## config.mk

```make
export PLATFORM = sky130hd
export DESIGN_NAME = inst_fetch
export DESIGN_NICKNAME = d
export VERILOG_FILES = /design/src/rtl/inst_fetch.sv
export SDC_FILE = /design/constraint.sdc
export NUM_CORES = 1
export LEC_CHECK = 0
export CORE_MARGIN = 1
export CORE_UTILIZATION = 37
export CTS_CLUSTER_DIAMETER = 80
export CTS_CLUSTER_SIZE = 12
export DETAILED_ROUTE_END_ITERATION = 7
export PLACE_DENSITY_LB_ADDON = 0.12
export SLEW_MARGIN = 20
export SYNTH_ARGS = -nofsm -noshare
export SYNTH_HDL_FRONTEND = slang
export SYNTH_SLANG_ARGS = --single-unit
```

## constraint.sdc

```tcl
create_clock -name clk -period 20.2 [get_ports clk]
set_clock_uncertainty 0.05 [all_clocks]
set_input_delay 4.04 -clock clk [delete_from_list [all_inputs] [get_ports clk]]
set_output_delay 4.04 -clock clk [all_outputs]
set_load 0.02 [all_outputs]
```

## src/rtl/inst_fetch.sv

```systemverilog
// inst_fetch: PC owner issuing in-order instruction fetches, buffering returned words for decode
// and discarding responses that belong to requests issued before a redirect.
module inst_fetch #(
    parameter logic [63:0] RESET_PC = 64'h0000_0000_8000_0000,
    parameter int          DEPTH    = 4
) (
    input  logic        clk,
    input  logic        rst,
    output logic        MemReqValid,
    output logic [63:0] MemReqAddr,
    input  logic        MemReqReady,
    input  logic        MemRespValid,
    input  logic [31:0] MemRespData,
    input  logic        BranchValid,
    input  logic [63:0] BranchTarget,
    output logic        InstValid,
    output logic [63:0] InstAddrOut,
    output logic [31:0] InstOut,
    input  logic        IdReady
);
    localparam int AW = $clog2(DEPTH);
    localparam int CW = AW + 1;

    logic [63:0]   pc_q, pc_d;
    logic [CW-1:0] inflight_q, inflight_d, drop_q, drop_d, fcnt_q, fcnt_d;
    logic [AW-1:0] frd_q, frd_d, fwr_q, fwr_d, ard_q, ard_d, awr_q, awr_d;
    logic [63:0]   faddr_q [DEPTH];
    logic [63:0]   faddr_d [DEPTH];
    logic [31:0]   finst_q [DEPTH];
    logic [31:0]   finst_d [DEPTH];
    logic [63:0]   aq_q [DEPTH];
    logic [63:0]   aq_d [DEPTH];
    logic [CW:0]   credit;
    logic          accept, push, pop, dropping;

    always_comb begin
        credit      = {1'b0, inflight_q} + {1'b0, fcnt_q};
        MemReqValid = !rst && !BranchValid && (credit < (CW+1)'(DEPTH));
        MemReqAddr  = pc_q;
        accept      = MemReqValid && MemReqReady;
        // A response in the redirect cycle is stale no matter what drop_q says.
        dropping    = BranchValid || (drop_q != '0);
        push        = MemRespValid && !dropping;
        InstValid   = (fcnt_q != '0) && !BranchValid;
        pop         = InstValid && IdReady;
        InstAddrOut = (fcnt_q != '0) ? faddr_q[frd_q] : 64'h0;
        InstOut     = (fcnt_q != '0) ? finst_q[frd_q] : 32'h0000_0013;
        pc_d        = BranchValid ? {BranchTarget[63:2], 2'b00} : accept ? pc_q + 64'd4 : pc_q;
        inflight_d  = inflight_q + CW'(accept) - CW'(MemRespValid);
        drop_d      = BranchValid ? inflight_q - CW'(MemRespValid)
                                  : drop_q - CW'(MemRespValid && (drop_q != '0));
        fcnt_d      = BranchValid ? '0 : fcnt_q + CW'(push) - CW'(pop);
        frd_d       = BranchValid ? '0 : frd_q + AW'(pop);
        fwr_d       = BranchValid ? '0 : fwr_q + AW'(push);
        // The address queue is never flushed: stale responses still pop their address.
        awr_d       = awr_q + AW'(accept);
        ard_d       = ard_q + AW'(MemRespValid);
        faddr_d     = faddr_q;
        finst_d     = finst_q;
        aq_d        = aq_q;
        if (push) begin
            faddr_d[fwr_q] = aq_q[ard_q];
            finst_d[fwr_q] = MemRespData;
        end
        if (accept) aq_d[awr_q] = pc_q;
    end

    always_ff @(posedge clk) begin
        if (rst) begin
            pc_q       <= RESET_PC;
            inflight_q <= '0;
            drop_q     <= '0;
            fcnt_q     <= '0;
            frd_q      <= '0;
            fwr_q      <= '0;
            ard_q      <= '0;
            awr_q      <= '0;
        end else begin
            pc_q       <= pc_d;
            inflight_q <= inflight_d;
            drop_q     <= drop_d;
            fcnt_q     <= fcnt_d;
            frd_q      <= frd_d;
            fwr_q      <= fwr_d;
            ard_q      <= ard_d;
            awr_q      <= awr_d;
        end
    end

    always_ff @(posedge clk) begin
        faddr_q <= faddr_d;
        finst_q <= finst_d;
        aq_q    <= aq_d;
        if (!rst) assert (!(push && (fcnt_q == CW'(DEPTH))));
    end
endmodule

```

==> impl_metrics.ini, run 1 <==
[run_status]
status = complete, no violations

[sta]
fin_crit_ps = 9550
fin_ws_ps = 10650
fmax_mhz = 105
hold_violations = 0
finalSetupViolCount = 0
rsz0062_at_grt = false
slew_headroom_pct = 27.5
period_share_pct = 47.3
hold_ws_ps = 436
finalMaxSlewViolations = 0
fin_tns_setup_ps = 0
worst_pin_slew_ps = 1080

[global_route]
grt_max_degree = 64
grtUsageTotal_pct = 19.3
grt_pass1_vias = 16081
grt_pass1_wl_um = 108000
overflow = 0
antenna_found_initial = 1

[finish]
final_nets = 1978
drive_gt1_share_pct = 15.8
fillers = 6538
post-route-util_pct = 45.2
design_area_um2 = 33800
area_delta_synth_final_pct = 20.3
diodes = 0

[routing]
vias = 15580
postRouteAntennaNets = 0
dr.pass1.iters = 6
drt-total-wl_um = 73500
wl_per_cell_um = 25.7
drc = 0
via_per_inst = 5.44
drt_iter0_drc = 1248

[pwr]
powerDensity_nw_per_um2 = 91.3
p_leak_uw = 0.0103
ir_drop_mv = 0.0499

[placed_design]
hpwl_um = 44600
gp_congestion = 0.842
dpl_cell_area_um2 = 31800
io_buffers = 257
place_ws_ps = 10630

[critical_path]
cp.arrival_ps = 5460
required_ps = 16110
crit_fanout = 20
end_kind = primary output
cp-start-kind = input pin
criticalPathCategory = input pin to primary output

[clocking]
h-tree-depth = 3
clkTransAtPathRegs_ps = 60
cts_buffer_depth = 3
clk_latency_ps = 610
cts_resized = 0
clkSinkCount = 703
root_buffer = clkbuf_16
cts_tree = done
cts_made_buffers = 68
post-cts-setup-buffers = 0
holdBufCountCts = 0

[synthesis]
yosys_most_used_dff = edfxtp_1
synthTopCellsByArea = edfxtp_1 (67%), mux4_2 (13%), dfxtp_1 (5.6%)
ys_async_sr_fraction_pct = 0
ys_seq_elements = 703
synth_edf_count = 624
yosys.area.top_type = edfxtp_1
synth_common_cells = edfxtp_1 (624), mux4_2 (156), nor2b_1 (98)
synth.top_cell.area_share_pct = 66.8
yosysWarnings = 0
avgSynthCellArea_um2 = 17.7
yosysMostFrequentCell = edfxtp_1
synth.distinct_cells = 59
seq_area_frac_synth_pct = 72.4
syn_inst = 1583
syn-cell-area_um2 = 28100

[floorplanning]
chipWidth_um = 277
core-area_um2 = 74700
ioPinCount = 264
rows = 100
initial_core_util_pct = 37.6
die-height_um = 277
dieArea_um2 = 77000

[run]
max_cap_viol_count = 0

[hold_path]
min_path_type = register to register
[flip-flops by register name, indices dropped and copies added (netlist names)]
name,count
faddr_q,248
awr_q,2
drop_q,3
inflight_q,3
fwr_q,2
aq_q,248
fcnt_q,3
finst_q,128
frd_q,2
ard_q,2
MemReqAddr,62
[worst paths after layout]
| check | to | cells after the start | slack, ps | startpoint |
|---|---|---|---|---|
| min reg2reg | aq_q[221]$_DFFE_PP_ | 0 | 440 | MemReqAddr[29]$_SDFFE_PP0P_ |
| min | aq_q[221]$_DFFE_PP_ | 0 | 440 | MemReqAddr[29]$_SDFFE_PP0P_ |
| max reg2reg | aq_q[182]$_DFFE_PP_ | 8 | 16550 | fcnt_q[2]$_SDFF_PP0_ |
| max | InstValid | 3 | 10650 | BranchValid |
[logic make-up (layout without fill, tap and decap cells)]
family          Yosys count  in the layout  synth area share, %
compound gates          116            116                 2.84
xor+xnor                 27             27                0.843
fa+ha+maj                17             17                0.811
buf+inv                 112            421                 1.59
flops                   703            703                 72.4
mux                     161            161                 12.7
other cells               1              4               0.0134
simple gates            446            446                 8.79
[placed cells by master (no fill, tap or decap), drive strengths merged, types with 16 or more instances in the layout]
cell and instances:
edfxtp 624, clkdlybuf4s50 255, mux4 156, clkbuf 99, nor2b 98, dfxtp 79
nand2 69, nor2 59, nand3 54, nand4 43, buf 40, a31oi 24
nor3 22, inv 22, or4 21, xnor2 20, nor4 19, o211ai 16
a21oi 16, a211oi 16, and3 16
[metal layers]
metal / track usage [%] / routed length (µm) / up-vias
met5: 0 / 0 / -
li1: - / - / 6915
met4: 6.20 / 1800 / 0
met1: 26.4 / 32100 / 8066
met2: 31.1 / 35400 / 504
met3: 3.41 / 4180 / 95
[layout make-up]
class	instances	area (µm²)	share of cell area, %
clock buffers	99	1840	5.45
clock inverters	7	66.3	0.196
inverters	20	75.1	0.222
multi-input cells	771	7370	21.8
flip-flops and latches	703	20300	60.2
well taps	969	1210	3.59
repair buffers	295	2870	8.50
[power by group]
| group | switching (µW) | internal (µW) | total [µW] |
|---|---|---|---|
| combinational | 138 | 113 | 251 |
| clock | 520 | 630 | 1150 |
| sequential | 44.6 | 1640 | 1680 |
[metrics by stage]
stage | cells | power (µW)
3_5_place_dp | 2757 | 1970
6_report | 2864 | 3080
4_1_cts | 2863 | 3130
5_1_grt | 2864 | 3190
3_3_place_gp | 2757 | 1960
2_1_floorplan | 1586 | 1840
[critical path, stage by stage]
cell and delay, ps:
buf_2 250, nor2_1 450, clkdlybuf4s50_1 700
Note: power is estimated with default switching activity, not from simulation.
==> run 2: changes to the inputs <==
clock period = 8.25 ns   (was 20.2 ns; I/O delays follow)
==> impl_metrics.ini, run 2 (synthesized netlist as in run 1, its figures left out) <==
[routing]
wl_per_cell_um = 25.1
drt_iter0_drc = 1272
postRouteAntennaNets = 0
vias = 15551
drc = 0
drt-total-wl_um = 71800
via_per_inst = 5.44
dr.pass1.iters = 7

[critical_path]
criticalPathCategory = input pin to primary output
end_kind = primary output
path_delay_family = simple AND/OR/NAND/NOR gates
cp.arrival_ps = 4000
crit_fanout = 63
critPathMaxStageDelay_ps = 870
cp_num_buf_inv = 3
cp-start-kind = input pin
cp_cell_sequence = buf_2, buf_4, nor2_1, and3_1, clkdlybuf4s50_1
required_ps = 6550
slowest_stage = nor2_1

[floorplanning]
chipWidth_um = 277
dieArea_um2 = 77000
ioPinCount = 264
rows = 100
die-height_um = 277
core-area_um2 = 74700
initial_core_util_pct = 37.6

[finish]
drive_gt1_share_pct = 15.7
area_delta_synth_final_pct = 20.6
post-route-util_pct = 45.3
largest_registers = aq_q: 248 flops, faddr_q: 248 flops, finst_q: 128 flops
fillers = 6496
most-common-layout-cells = edfxtp_1 (624), clkdlybuf4s50_1 (255), mux4_2 (156)
mostFrequentLayoutCell = edfxtp_1
final_nets = 1973

[clocking]
cts_resized = 0
h-tree-depth = 3
holdBufCountCts = 0
clkSinkCount = 703
clk_latency_ps = 600
cts_tree = done
cts_buffer_depth = 3
clkTransAtPathRegs_ps = 60
root_buffer = clkbuf_16
post-cts-setup-buffers = 0
cts_made_buffers = 68

[global_route]
antenna_found_initial = 2
grt_max_degree = 77
grtUsageMet1_pct = 24.8
grtUsageMet2_pct = 31.5
grt_pass1_vias = 15853
grtUsageMet3_pct = 3.55
overflow = 0
grtUsageTotal_pct = 18.7
grt_pass1_wl_um = 106000
grt.busiest_layer = met2

[run]
max_cap_viol_count = 0

[hold_path]
min_path_type = register to register

[sta]
fin_crit_ps = 5700
rsz0062_at_grt = false
worst_pin_slew_ps = 1110
hold_violations = 0
fmax_mhz = 175
finalSetupViolCount = 0
finalMaxSlewViolations = 0
period_share_pct = 69.1
slew_headroom_pct = 26.2
fin_tns_setup_ps = 0

[pwr]
p_leak_uw = 0.0103
powerDensity_nw_per_um2 = 226
ir_drop_mv = 0.106

[placed_design]
hpwl_um = 44700
io_buffers = 257
gp_congestion = 0.865

[run_status]
status = complete, no violations
[run 2: cell count changes in the layout (fill, tap and decap cells not counted), moves of 2 or more]
| cell | delta |
|---|---|
| buf_4 | -7 |
| clkbuf_16 | +2 |
| clkinv_1 | -2 |
| buf_12 | +4 |
[run 2: path summary, 6_finish.rpt]
| kind | startpoint | end | slack, ps | cells after the start |
|---|---|---|---|---|
| setup / recovery | rst | MemReqValid | 2550 | 5 |
| hold / removal | inflight_q[1]$_SDFF_PP0_ | inflight_q[2]$_SDFF_PP0_ | 510 | 2 |
| setup reg to reg | fcnt_q[1]$_SDFF_PP0_ | fcnt_q[2]$_SDFF_PP0_ | 4220 | 11 |
| hold reg to reg | inflight_q[1]$_SDFF_PP0_ | inflight_q[2]$_SDFF_PP0_ | 510 | 2 |
[run 2: through the flow]
| stage | total power [µW] | hold WS, ps | instance area [µm²] | setup slack (ps) | instances |
|---|---|---|---|---|---|
| 4_1_cts | 7740 | 518 | 33800 | 2530 | 2860 |
| 3_5_place_dp | 4820 | 506 | 31900 | 2500 | 2753 |
| 5_1_grt | 7900 | 533 | 33800 | 2350 | 2860 |
| 2_1_floorplan | 4510 | 461 | 28100 | 356 | 1586 |
| 6_report | 7630 | 514 | 33800 | 2550 | 2861 |
| 3_3_place_gp | 4810 | 503 | 31900 | 2560 | 2753 |
[run 2: worst reg2reg max path, cell delays in order (launching register included)]
cell,delay (ps)
dfxtp_1,360
nor3_2,860
buf_4,750
nor2_1,290
and2_1,330
ha_1,310
inv_1,40
ha_1,180
fa_1,370
xnor2_1,190
xnor2_1,140
nor2_1,60
[run 2: layer usage]
metal / part of all wire, % / up-vias
met4: 1.8 / 2
met2: 49 / 502
met1: 43 / 8054
met5: 0.013 / -
li1: - / 6900
met3: 6.2 / 93
[run 2: layout make-up]
class	instances	area, µm²	area share [%]
clock inverters	5	80.1	0.237
inverters	20	75.1	0.222
diodes	1	2.50	0.00740
clock buffers	102	1890	5.59
repair buffers	290	2860	8.45
well taps	969	1210	3.58
multi-input cells	771	7380	21.8
flip-flops and latches	703	20300	60.1
[run 2: where the power goes]
part	internal, µW	switching, µW	total, µW	leakage, µW
Combinational	277	336	612	0.00303
Clock	1610	1290	2900	0.000949
Sequential	4010	108	4120	0.00633
==> run 3: changes to the inputs <==
clock period = 5.6 ns   (was 8.25 ns; I/O delays follow)
==> impl_metrics.ini, run 3 (synthesized netlist as in run 1, its figures left out) <==
[run_status]
status = complete, no violations

[critical_path]
crit_fanout = 26
criticalPathCategory = register to primary output
r2r-start = fcnt_q[1]$_SDFF_PP0_
critPathMaxStageDelay_ps = 630
end_kind = primary output
cp_cell_sequence = buf_4, mux4_2, nor2b_1, clkdlybuf4s50_1
r2r-end = fcnt_q[2]$_SDFF_PP0_
r2r_slack_ps = 2240
path_delay_family = buffers and inverters
cp.arrival_ps = 3210
slowest_stage = dfxtp_4
cp_num_buf_inv = 2
cp-start-kind = register
required_ps = 4430
rr_worst_depth = 11

[pwr]
power_uw = 11100
switchingPower_uw = 2490
combPwrFrac_pct = 8.1
sw_frac_of_total_pct = 22.4
p_leak_uw = 0.0103
p_clk_share_pct = 37.0
seqPwrFrac_pct = 54.9
ir_drop_mv = 0.194
powerDensity_nw_per_um2 = 328
p_int_uw = 8590

[global_route]
grtUsageTotal_pct = 19.1
grt_pass1_vias = 16225
overflow = 0
grt_pass1_wl_um = 108000
grt_max_degree = 95
antenna_found_initial = 2

[clocking]
h-tree-depth = 3
root_buffer = clkbuf_16
holdBufCountCts = 0
clk_latency_ps = 600
cts_resized = 0
post-cts-setup-buffers = 0
clkTransAtPathRegs_ps = 60
cts_made_buffers = 68
cts_buffer_depth = 3
clkSinkCount = 703
cts_tree = done

[hold_path]
whs_path_depth = 2
min-delay-start = inflight_q[1]$_SDFF_PP0_
min_path_type = register to register
min_to = inflight_q[2]$_SDFF_PP0_

[routing]
via_per_inst = 5.48
drc = 0
postRouteAntennaNets = 0
drt_iter0_drc = 1167
vias = 15571
dr.pass1.iters = 5
drt-total-wl_um = 72900
wl_per_cell_um = 25.6

[finish]
fillers = 6470
drive_gt1_share_pct = 15.5
area_delta_synth_final_pct = 20.4
final_nets = 1972
most-common-layout-cells = edfxtp_1 (624), clkdlybuf4s50_1 (255), mux4_2 (156)
layoutNonFillerInstCount = 2844
mostFrequentLayoutCell = edfxtp_1
largest_registers = aq_q: 248 flops, faddr_q: 248 flops, finst_q: 128 flops
post-route-util_pct = 45.2

[sta]
hold_violations = 0
rsz0062_at_grt = false
finalMaxSlewViolations = 0
period_share_pct = 78.1
hold_ws_ps = 526
worst_pin_slew_ps = 1110
slew_headroom_pct = 25.9
fmax_mhz = 229
fin_crit_ps = 4380
finalSetupViolCount = 0
fin_tns_setup_ps = 0

[placed_design]
io_buffers = 257
dpl.cell_count = 2752
gp_congestion = 0.873
hpwl_um = 44300

[run]
max_cap_viol_count = 0

[floorplanning]
ioPinCount = 264
die-height_um = 277
chipWidth_um = 277
dieArea_um2 = 77000
rows = 100
initial_core_util_pct = 37.6
core-area_um2 = 74700
## run 3: cell types whose count changed in the layout (fill, tap and decap cells not counted), sizes merged
cell,previous run,this run
buf,35,34
clkbuf,102,88
bufinv,1,0
inv,21,20
## run 3: how the worst max path moves through the flow
| stage | startpoint | end | slack (ps) | depth (start not counted) |
|---|---|---|---|---|
| global route | frd_q[0]$_SDFF_PP0_ | InstAddrOut[2] | 1040 | 4 |
| CTS | frd_q[0]$_SDFF_PP0_ | InstAddrOut[2] | 1080 | 4 |
| global placement | frd_q[0]$_SDFF_PP0_ | InstAddrOut[2] | 1730 | 4 |
| detailed placement | frd_q[0]$_SDFF_PP0_ | InstAddrOut[2] | 1730 | 4 |
| floorplan | BranchValid | aq_q[100]$_DFFE_PP_ | 440 | 6 |
| finish | frd_q[0]$_SDFF_PP0_ | InstAddrOut[10] | 1220 | 4 |
## run 3: per-layer routing
layer	vias up	routed length [µm]	global-route usage, %
met3	111	3750	3.23
li1	6903	-	-
met2	436	36200	32.2
met5	-	27	0
met1	8117	31200	25.1
met4	4	1730	5.90
## run 3: tightest hold or removal path, delay by kind of cell (launching register included)
| family | cells | cell delay (ps) |
|---|---|---|
| flip-flops | 1 | 340 |
| XOR/XNOR | 1 | 160 |
| AND/OR/NAND/NOR | 1 | 40 |
## run 3: through the flow
| stage | instance area (µm²) | setup WS (ps) |
|---|---|---|
| 2_1_floorplan | 28100 | 444 |
| 3_3_place_gp | 31900 | 1730 |
| 3_5_place_dp | 31900 | 1730 |
| 4_1_cts | 33800 | 1080 |
| 5_1_grt | 33800 | 1040 |
| 6_report | 33800 | 1220 |
## run 3: final cells by class
cell class / count / area [µm²] / area share [%]
Inverter: 20 / 75.1 / 0.222
Tap cell: 969 / 1210 / 3.59
Timing Repair Buffer: 289 / 2920 / 8.63
Clock buffer: 88 / 1840 / 5.45
Multi-Input combinational cell: 771 / 7390 / 21.9
Clock inverter: 3 / 16.3 / 0.0481
Antenna cell: 1 / 2.50 / 0.00741
Sequential cell: 703 / 20300 / 60.2
## run 3: power by group through the flow
| stage | Clock (µW) | Sequential (µW) | Combinational (µW) |
|---|---|---|---|
| after floorplan | 0 | 6140 | 496 |
| after global placement | 0 | 6190 | 893 |
| after detailed placement | 0 | 6200 | 907 |
| after CTS | 4240 | 6080 | 910 |
| after global routing | 4420 | 6100 | 960 |
| final | 4100 | 6080 | 894 |
